===== config.mk =====
export PLATFORM = sky130hd
export DESIGN_NAME = stream_mux_rr_flat
export DESIGN_NICKNAME = d
export VERILOG_FILES = /design/src/rtl/stream_mux_rr_pkg.sv /design/src/rtl/stream_mux_rr_if.sv /design/src/rtl/stream_mux_rr_arbiter.sv /design/src/rtl/stream_mux_rr.sv /design/src/flat_wrapper.sv
export SDC_FILE = /design/constraint.sdc
export NUM_CORES = 1
export LEC_CHECK = 0
export ABC_AREA = 1
export BUFFER_PORTS_ARGS = -buffer_cell sky130_fd_sc_hd__buf_2
export CAP_MARGIN = 10
export CORE_MARGIN = 2
export CORE_UTILIZATION = 51
export DETAILED_ROUTE_END_ITERATION = 16
export GPL_TIMING_DRIVEN = 0
export PLACE_DENSITY = 0.88
export REMOVE_ABC_BUFFERS = 1
export SETUP_SLACK_MARGIN = 0.4
export SYNTH_ARGS = -nofsm -noshare
export SYNTH_HDL_FRONTEND = slang
export SYNTH_HIERARCHICAL = 1
export SYNTH_SLANG_ARGS = --single-unit

===== constraint.sdc =====
create_clock -name clk -period 5.65 [get_ports clk]
set_input_delay 0.565 -clock clk [delete_from_list [all_inputs] [get_ports clk]]
set_output_delay 0.565 -clock clk [all_outputs]
set_load 0.02 [all_outputs]

===== src/rtl/stream_mux_rr_pkg.sv =====
`default_nettype none
// ============================================================================
// Package : stream_mux_pkg
// Shared constants and helpers for the round-robin stream selector.
// Rev     : 1.0
// ============================================================================
package stream_mux_pkg;

    localparam logic MODE_FIXED = 1'b0;
    localparam logic MODE_RR    = 1'b1;

    function automatic int clog2(input int value);
        int r;
        r = 0;
        for (int i = 0; i < 31; i++) begin
            if ((1 << i) < value) r = i + 1;
        end
        return r;
    endfunction

endpackage
`default_nettype wire


===== src/rtl/stream_mux_rr_if.sv =====
`default_nettype none
// ============================================================================
// Interface : stream_mux_rr_if
// Per-channel input handshakes plus the registered output stream.
// Rev       : 1.0
// ============================================================================
interface stream_mux_rr_if
    import stream_mux_pkg::*;
#(
    parameter int N = 4,
    parameter int W = 32
);
    localparam int SEL_W = clog2(N);

    logic             mode_rr;
    logic [SEL_W-1:0] sel;
    logic [N-1:0]     in_valid;
    logic [N*W-1:0]   in_data;
    logic [N-1:0]     in_ready;
    logic             out_valid;
    logic [W-1:0]     out_data;
    logic [SEL_W-1:0] out_ch;
    logic             out_ready;

    modport master (
        output mode_rr, sel, in_valid, in_data, out_ready,
        input  in_ready, out_valid, out_data, out_ch
    );

    modport slave (
        input  mode_rr, sel, in_valid, in_data, out_ready,
        output in_ready, out_valid, out_data, out_ch
    );

endinterface
`default_nettype wire


===== src/rtl/stream_mux_rr_arbiter.sv =====
`default_nettype none
// ============================================================================
// Module : rr_arbiter
// Combinational grant: explicit select, or round-robin starting after `last`.
// Rev    : 1.0
// ============================================================================
module rr_arbiter
    import stream_mux_pkg::*;
#(
    parameter  int N     = 4,
    localparam int SEL_W = clog2(N)
) (
    input  wire logic [N-1:0]     req,
    input  wire logic [SEL_W-1:0] last,
    input  wire logic [SEL_W-1:0] sel,
    input  wire logic             mode_rr,
    output logic      [N-1:0]     grant,
    output logic      [SEL_W-1:0] grant_idx,
    output logic                  any
);

    always_comb begin
        grant     = '0;
        grant_idx = '0;
        any       = 1'b0;
        if (mode_rr == MODE_RR) begin
            // Offset N wraps back onto `last` itself, so a lone requester there still wins.
            for (int off = 1; off <= N; off++) begin
                if (!any && req[(int'(last) + off) % N]) begin
                    any                          = 1'b1;
                    grant_idx                    = SEL_W'((int'(last) + off) % N);
                    grant[(int'(last) + off) % N] = 1'b1;
                end
            end
        end else begin
            // Out-of-range select values never match any channel, giving no grant.
            for (int i = 0; i < N; i++) begin
                if (sel == SEL_W'(i) && req[i]) begin
                    any       = 1'b1;
                    grant_idx = SEL_W'(i);
                    grant[i]  = 1'b1;
                end
            end
        end
    end

endmodule
`default_nettype wire


===== src/rtl/stream_mux_rr.sv =====
`default_nettype none
// ============================================================================
// Module : stream_mux_rr
// N-channel W-bit stream selector with one-entry registered output stage.
// Rev    : 1.0
// ============================================================================
module stream_mux_rr
    import stream_mux_pkg::*;
#(
    parameter int W = 32,
    parameter int N = 4
) (
    input wire logic       clk,
    input wire logic       rst_n,
    stream_mux_rr_if.slave bus
);

    localparam int SEL_W = clog2(N);

    logic [N-1:0]     w_grant;
    logic [SEL_W-1:0] w_grant_idx;
    logic             w_any;
    logic             w_load_en;
    logic             w_xfer;

    logic [SEL_W-1:0] r_last;
    logic             r_out_valid;
    logic [W-1:0]     r_out_data;
    logic [SEL_W-1:0] r_out_ch;

    rr_arbiter #(.N(N)) u_arb (
        .req       (bus.in_valid),
        .last      (r_last),
        .sel       (bus.sel),
        .mode_rr   (bus.mode_rr),
        .grant     (w_grant),
        .grant_idx (w_grant_idx),
        .any       (w_any)
    );

    assign w_load_en = !r_out_valid || bus.out_ready;
    assign w_xfer    = w_any && w_load_en && rst_n;

    // Gate with rst_n so no channel sees ready while reset is held.
    assign bus.in_ready  = w_grant & {N{w_load_en && rst_n}};
    assign bus.out_valid = r_out_valid;
    assign bus.out_data  = r_out_data;
    assign bus.out_ch    = r_out_ch;

    always_ff @(posedge clk or negedge rst_n) begin
        if (!rst_n) begin
            r_out_valid <= 1'b0;
            r_out_data  <= '0;
            r_out_ch    <= '0;
            r_last      <= SEL_W'(N - 1);
        end else if (w_xfer) begin
            r_out_valid <= 1'b1;
            r_out_data  <= bus.in_data[w_grant_idx*W +: W];
            r_out_ch    <= w_grant_idx;
            r_last      <= w_grant_idx;
        end else if (w_load_en) begin
            r_out_valid <= 1'b0;
        end
    end

endmodule
`default_nettype wire


===== src/flat_wrapper.sv =====
// flat-port wrapper written by rule: the top's interface ports become plain ports
module stream_mux_rr_flat import stream_mux_pkg::*;
#(
    parameter int W = 32,
    parameter int N = 4
)
  (clk, rst_n, bus_mode_rr, bus_sel, bus_in_valid, bus_in_data, bus_out_ready, bus_in_ready, bus_out_valid, bus_out_data, bus_out_ch);
  stream_mux_rr_if #(.N(N), .W(W)) bus_i ();
  input wire logic clk;
  input wire logic rst_n;
  input wire logic [$bits(bus_i.mode_rr)-1:0] bus_mode_rr;
  input wire logic [$bits(bus_i.sel)-1:0] bus_sel;
  input wire logic [$bits(bus_i.in_valid)-1:0] bus_in_valid;
  input wire logic [$bits(bus_i.in_data)-1:0] bus_in_data;
  input wire logic [$bits(bus_i.out_ready)-1:0] bus_out_ready;
  output wire logic [$bits(bus_i.in_ready)-1:0] bus_in_ready;
  output wire logic [$bits(bus_i.out_valid)-1:0] bus_out_valid;
  output wire logic [$bits(bus_i.out_data)-1:0] bus_out_data;
  output wire logic [$bits(bus_i.out_ch)-1:0] bus_out_ch;
  assign bus_i.mode_rr = bus_mode_rr;
  assign bus_i.sel = bus_sel;
  assign bus_i.in_valid = bus_in_valid;
  assign bus_i.in_data = bus_in_data;
  assign bus_i.out_ready = bus_out_ready;
  assign bus_in_ready = bus_i.in_ready;
  assign bus_out_valid = bus_i.out_valid;
  assign bus_out_data = bus_i.out_data;
  assign bus_out_ch = bus_i.out_ch;
  stream_mux_rr #(.W(W), .N(N)) u_core (.clk(clk), .rst_n(rst_n), .bus(bus_i));
endmodule

# After elaboration in Yosys (flattened, before gate mapping)
# Index checks and enable logic that the tools add are counted.
# word_totals
input_bits,138
mem_bits_rw,0
reg_bits,37
wordCells,106
latchBits,0
out_inout_bits,39
rom_bits,0
memories,0
# classes
reduce_logical,25
addsub,4
bitwise_logic,8
n_div,0
shifts,1
multipliers,0
n_eq_ne,3
muxes,53
n_lt_le_gt_ge,8
# op_table
operator,count
128-bit by 8-bit indexed part select with 32-bit output,1
4-bit two-way mux,8
1-bit two-way mux,30
3-bit by 4-bit < comparator with 1-bit output (second input constant),4
1-bit logical AND,14
2-bit two-way mux,7
3-bit by 1-bit >= comparator with 1-bit output (second input constant),4
4-bit bitwise OR,3
1-bit binary-select mux with 2-bit select,4
1-bit demux with 2-bit select,4
2-bit OR reduction,4
2-bit by 1-bit adder with 2-bit output (second input constant),2
2-bit adder (second input constant),2
1-bit bitwise AND (first input constant),4
4-bit bitwise AND,1
2-bit equality test (second input constant),2
1-bit logical NOT,4
2-bit by 1-bit equality test with 1-bit output (second input constant),1
2-bit logical NOT,1
2-bit nonzero test,1
1-bit logical OR,1

# Longest topological paths before layout
# logic_depth
ltp_word,23
ltp_mapped,18
depth_no_buf,16

# Hierarchy
# Netlist, hierarchy kept.
# by_module_without_submodules
mod,area_per_inst_um2,seq_area_each_um2,instances,cells_per_inst
stream_mux_rr,2952.8,928.4,1,538
rr_arbiter,604.3,0.0,1,107

# Least setup slack after synthesis
# No wires, ideal clock.
# synth_path
path_type,register -> output
startpoint,register u_core.r_last[1]
endpoint,output port bus_in_ready[0]
required_ps,5085
path_stages_with_launch,13
path_slack_ps,2983
path_buffers,0
t_arrival_ps,2102
path_cell_list,dfstp_2 -> inv_1 -> ha_1 -> inv_1 -> nand3_2 -> nand2_4 -> nor2_8 -> nand3_4 -> nor2_1 -> nor2_1 -> nor2_1 -> inv_1 -> nor2_1
# synth_between
elab_chain_cells,19
word_cells_on_any_way,68
classes_between,add/sub (4); order compare (8); mux (34); bitwise (8); reduce/logical (14)
# synth_rtl
element,line_no,source
"start, declared",stream_mux_rr.sv:26,logic [SEL_W-1:0] r_last;
"start signal, assigned",stream_mux_rr.sv:55,r_last <= SEL_W'(N - 1);
"start signal, assigned",stream_mux_rr.sv:60,r_last <= w_grant_idx;
2-bit by 1-bit adder with 2-bit output,"stream_mux_rr_arbiter.sv:29, stream_mux_rr_arbiter.sv:32",
2-bit OR reduction (no line) or 1-bit binary-select mux with 2-bit select (tied branches),--,
1-bit bitwise AND (no line) or 1-bit two-way mux (tied branches),--,
"3-bit by 4-bit < comparator with 1-bit output (not written as such), or another cell as far along",stream_mux_rr_arbiter.sv:32,grant[(int'(last) + off) % N] = 1'b1;
1-bit logical AND (not written as such) or 1-bit two-way mux (tied branches),"stream_mux_rr_arbiter.sv:32, stream_mux_rr_arbiter.sv:29",
1-bit two-way mux (on tied branches),"stream_mux_rr_arbiter.sv:32, stream_mux_rr_arbiter.sv:26",
1-bit demux with 2-bit select or 1-bit logical NOT (tied branches),"stream_mux_rr_arbiter.sv:32, stream_mux_rr_arbiter.sv:29",
4-bit two-way mux or 1-bit logical AND (tied branches),stream_mux_rr_arbiter.sv:29,if (!any && req[(int'(last) + off) % N]) begin
(+4 left out),--,
4-bit bitwise OR (no line) or 1-bit two-way mux (tied branches),--,
4-bit two-way mux or 1-bit two-way mux (tied branches),"stream_mux_rr_arbiter.sv:29, stream_mux_rr_arbiter.sv:26",
4-bit two-way mux or 1-bit logical NOT (tied branches),"stream_mux_rr_arbiter.sv:26, stream_mux_rr_arbiter.sv:29",
4-bit bitwise OR (no line) or 1-bit logical AND (tied branches),--,
4-bit two-way mux (*),stream_mux_rr_arbiter.sv:29,
4-bit two-way mux (*),stream_mux_rr_arbiter.sv:26,if (mode_rr == MODE_RR) begin
via u_core.w_grant[0],stream_mux_rr.sv:20,logic [N-1:0] w_grant;
4-bit bitwise AND (*),stream_mux_rr.sv:45,assign bus.in_ready = w_grant & {N{w_load_en && rst_n}};
"end, declared",flat_wrapper.sv:16,output wire logic [$bits(bus_i.in_ready)-1:0] bus_in_ready;
# Mark *: on every way through the listed nets, which the timed path passes. The rest lies on a longest branch. The select of a mux whose other input is x is not followed.

# Final worst setup path
# layout_path
startpoint,register u_core.r_last[0]
endpoint,"register u_core.r_out_data[27], in the netlist u_core/bus.out_data[27]"
# layout_between
word_cells_on_any_way,38
classes_between,add/sub (4); shift (1); mux (25); reduce/logical (8)
# layout_rtl
element,line_no,source
2-bit by 1-bit adder with 2-bit output,"stream_mux_rr_arbiter.sv:29, stream_mux_rr_arbiter.sv:31",
1-bit binary-select mux with 2-bit select,stream_mux_rr_arbiter.sv:29,
1-bit two-way mux (not written as such) (2 in a row),stream_mux_rr_arbiter.sv:29,
1-bit two-way mux,stream_mux_rr_arbiter.sv:29,
1-bit two-way mux,stream_mux_rr_arbiter.sv:26,
1-bit logical NOT,stream_mux_rr_arbiter.sv:29,
1-bit logical AND,stream_mux_rr_arbiter.sv:29,
1-bit two-way mux,stream_mux_rr_arbiter.sv:29,
(+3 left out),--,
1-bit two-way mux,stream_mux_rr_arbiter.sv:29,
1-bit two-way mux,stream_mux_rr_arbiter.sv:26,
1-bit logical NOT,stream_mux_rr_arbiter.sv:29,
1-bit logical AND,stream_mux_rr_arbiter.sv:29,
2-bit two-way mux (*),stream_mux_rr_arbiter.sv:29,
2-bit two-way mux (*),stream_mux_rr_arbiter.sv:26,
via u_core.w_grant_idx[0],stream_mux_rr.sv:21,logic [SEL_W-1:0] w_grant_idx;
128-bit by 8-bit indexed part select with 32-bit output (*),stream_mux_rr.sv:58,r_out_data <= bus.in_data[w_grant_idx*W +: W];
"end signal, assigned",stream_mux_rr.sv:58,
"end, declared",stream_mux_rr.sv:28,logic [W-1:0] r_out_data;
# Marks and branches as above.
# A chain may end at the register's enable or synchronous reset.

==> impl_metrics.env <==
export IMPL_p_sw_frac=0.5410
export IMPL_cts_resized=0
export IMPL_path_max_fanout=64
export IMPL_grt_pass1_vias=4013
export IMPL_postSynthCellCount=645
export IMPL_status="complete, no violations"
export IMPL_reg2reg_slack_ns=1.55
export IMPL_slowest_stage="inv_2"
export IMPL_min_period_over_period=0.7263
export IMPL_totalNegativeSetupSlack_ns=0
export IMPL_ys_warn_count=6
export IMPL_wl_per_cell_um=11.30
export IMPL_num_fill_cells=627
export IMPL_worstMarginPinSlew_ns=0.9831
export IMPL_die_w_um=87.52
export IMPL_coreArea_sq_um=6756
export IMPL_layout_min_cycle_time_ns=4.104
export IMPL_gp_congestion=0.8707
export IMPL_share_seq_of_total_power=0.204
export IMPL_grt_overflow=0
export IMPL_power_switching_uw=1265
export IMPL_crit_path_start="u_core/r_last[0]$_DFFE_PN1P_"
export IMPL_cts_root_buf="clkbuf_8"
export IMPL_num_rows=30
export IMPL_grtUsageTotal=0.2644
export IMPL_fmaxAchievable_ghz=0.2437
export IMPL_timing_max_transition_violations_final=0
export IMPL_ys_seq_elements=37
export IMPL_avgSynthCellArea_sq_um=5.515
export IMPL_finalSetupViolations=0
export IMPL_hold_class="input pin to async pin"
export IMPL_path_cells="inv_2, ha_1, inv_1, nand3_1, nand2_2, inv_2, nand2_1, a21oi_1, nand2_1, nand3_2, buf_12, inv_2, nand2_1, nand3_1, nand2_1, nand2_1, nand2_1"
export IMPL_synth_seq_area_share=0.2610
export IMPL_timing_rr_end="u_core/bus.out_data[27]$_DFFE_PN0P_"
export IMPL_htreeDepth=2
export IMPL_drive_gt1_frac=0.2587
export IMPL_grt_pass1_wl_um=16590
export IMPL_rsz0062_at_grt="false"
export IMPL_die_h_um=87.52
export IMPL_syn_area_sq_um=3557
export IMPL_grt_antenna_before_repair=0
export IMPL_antennaDiodeCount=0
export IMPL_internal_power_uw=1074
export IMPL_hold_viol=0
export IMPL_clk_latency_ns=0.29
export IMPL_cp_start_kind="flip-flop"
export IMPL_critPathMaxStageDelay_ns=0.71
export IMPL_drv_cap=0
export IMPL_reg2reg_depth=17
export IMPL_area_delta_synth_final_pct=27.89
export IMPL_avgViaCountPerCell=4.766
export IMPL_clk_path_buf_depth=2
export IMPL_place_area_sq_um=4423
export IMPL_drtPass1Iterations=4
export IMPL_start_util=0.5265
export IMPL_die_area_sq_um=7659
export IMPL_antenna_left=0
export IMPL_skew_ns=0.009322
export IMPL_grt_max_degree=65
export IMPL_crit_path_end_kind="flip-flop"
export IMPL_dpl_hpwl_um=7590
export IMPL_routed_wl_um=9989
export IMPL_dr_total_vias=4213
export IMPL_power_density_nw_per_um2=514.1
export IMPL_num_nets_final=949
export IMPL_worst_ep_required_time_ns=5.82
export IMPL_peakVddDrop_mv=0.2461
export IMPL_path_common_cell="nand2_1"
export IMPL_remaining_drc_errors=0
export IMPL_yosysUniqueCellTypes=27
export IMPL_cp_data_arrival_time_ns=4.27
export IMPL_p_clk_frac=0.098
export IMPL_design_area_sq_um=4549
export IMPL_power_leakage_uw=0.003165
export IMPL_clk_pin_slew_worst_paths_ns=0.08
export IMPL_combPwrFrac=0.698
export IMPL_port_buffers=176
export IMPL_post_cts_setup_buffer_count=0
export IMPL_ios=177
export IMPL_maxSlewHeadroom=0.3436
export IMPL_critPathKind="flip-flop to flip-flop"
export IMPL_first_iter_violations=164
export IMPL_postCtsHoldBufs=0
export IMPL_cts_tree="done"
export IMPL_cts_buffers=5
export IMPL_cts_sinks=37
export IMPL_reg2reg_from="u_core/r_last[0]$_DFFE_PN1P_"
[how the worst max path moves through the flow]
stage / to / slack (ns) / depth (start not counted)
after floorplan: u_core/bus.out_data[0]$_DFFE_PN0P_ / 1.36 / 16
after global placement: u_core/bus.out_data[27]$_DFFE_PN0P_ / 0.06 / 16
after detailed placement: u_core/bus.out_data[24]$_DFFE_PN0P_ / 1.61 / 17
after CTS: u_core/bus.out_data[1]$_DFFE_PN0P_ / 1.57 / 17
after global routing: u_core/bus.out_data[14]$_DFFE_PN0P_ / 1.20 / 14
final: u_core/bus.out_data[27]$_DFFE_PN0P_ / 1.55 / 17
[stage by stage]
stage	setup WS [ns]	total power, uW	instances	hold WS [ns]	utilization
floorplan	1.358	1624	617	0.2694	-
detailed placement	1.612	2090	875	0.4596	0.6546
finish	1.546	2339	884	0.3775	0.6733
global route	1.197	2564	884	0.4387	0.6733
global placement	0.06189	2059	873	0.4577	0.6469
CTS	1.570	2327	883	0.4063	0.6711
[layer usage]
| layer | vias up | routed length [um] | GRT usage |
|---|---|---|---|
| li1 | 2183 | - | - |
| met1 | 1872 | 4114 | 0.2961 |
| met2 | 138 | 5156 | 0.5131 |
| met3 | 20 | 495 | 0.03412 |
| met4 | 0 | 222 | 0.08112 |
| met5 | - | 0 | 0 |
[worst max-delay path: cells and delay by family, from the launching register on]
| family | cells | cell delay [ns] |
|---|---|---|
| adders and majority gates | 1 | 0.37 |
| buffers and inverters | 5 | 1.48 |
| and+or+nand+nor | 10 | 1.35 |
| AOI/OAI and AO/OA | 1 | 0.06 |
| DFF | 1 | 0.67 |
[Yosys cell counts, drive strengths merged]
library cell / n / share of area
dfrtp: 35 / 0.25
o21ai: 2 / 0.0028
clkinv: 1 / 0.0011
ha: 8 / 0.028
dfstp: 2 / 0.015
nand4: 3 / 0.0053
nand2: 306 / 0.33
nor2: 17 / 0.023
inv: 148 / 0.16
a21oi: 5 / 0.0070
nor3: 2 / 0.0028
a21boi: 3 / 0.0063
buf: 27 / 0.046
o22ai: 1 / 0.0018
nand3: 84 / 0.12
clkbuf: 1 / 0.0011
[cells in the final DEF, fill, tap and decap left out, types with 2 or more instances in the layout]
master / n
nor2_1: 15
ha_1: 8
nand2_1: 296
clkbuf_8: 5
nand2_4: 2
nand3_2: 3
a21boi_0: 2
a21oi_1: 5
inv_1: 144
nand2_2: 8
buf_2: 176
inv_2: 4
nand4_1: 3
dfstp_2: 2
dfrtp_1: 35
nor3_1: 2
nand3_1: 80
[kinds of logic (layout without fill, tap and decap cells)]
group | count (synthesis) | count (layout) | synth area share
and+or+nand+nor | 412 | 412 | 0.4886
buffers and inverters | 177 | 336 | 0.2044
DFF | 37 | 37 | 0.2610
AOI/OAI and AO/OA | 11 | 11 | 0.01794
adders and majority gates | 8 | 8 | 0.02814
[cell type report]
class,instances,area [sq um],area share
Inverter,149,559.3,0.1229
Tap cell,80,100.1,0.02200
Timing Repair Buffer,179,943.4,0.2074
Clock inverter,2,38.79,0.008526
Multi-Input combinational cell,431,1907,0.4191
Clock buffer,6,72.57,0.01595
Sequential cell,37,928.4,0.2041
[power by group through the flow]
stage	registers [uW]	logic, uW	clock network, uW
global route	496	1820	246
global placement	474	1580	0
detailed placement	479	1610	0
CTS	478	1610	234
floorplan	617	1010	0
finish	477	1630	230
[registers in the layout, summed over array words and instances (netlist names)]
| register | flops |
|---|---|
| u_core/bus.out_data | 32 |
| u_core/r_last | 2 |
| u_core/bus.out_valid | 1 |
| u_core/bus.out_ch | 2 |
No activity file was read; power rests on OpenSTA's default activity.
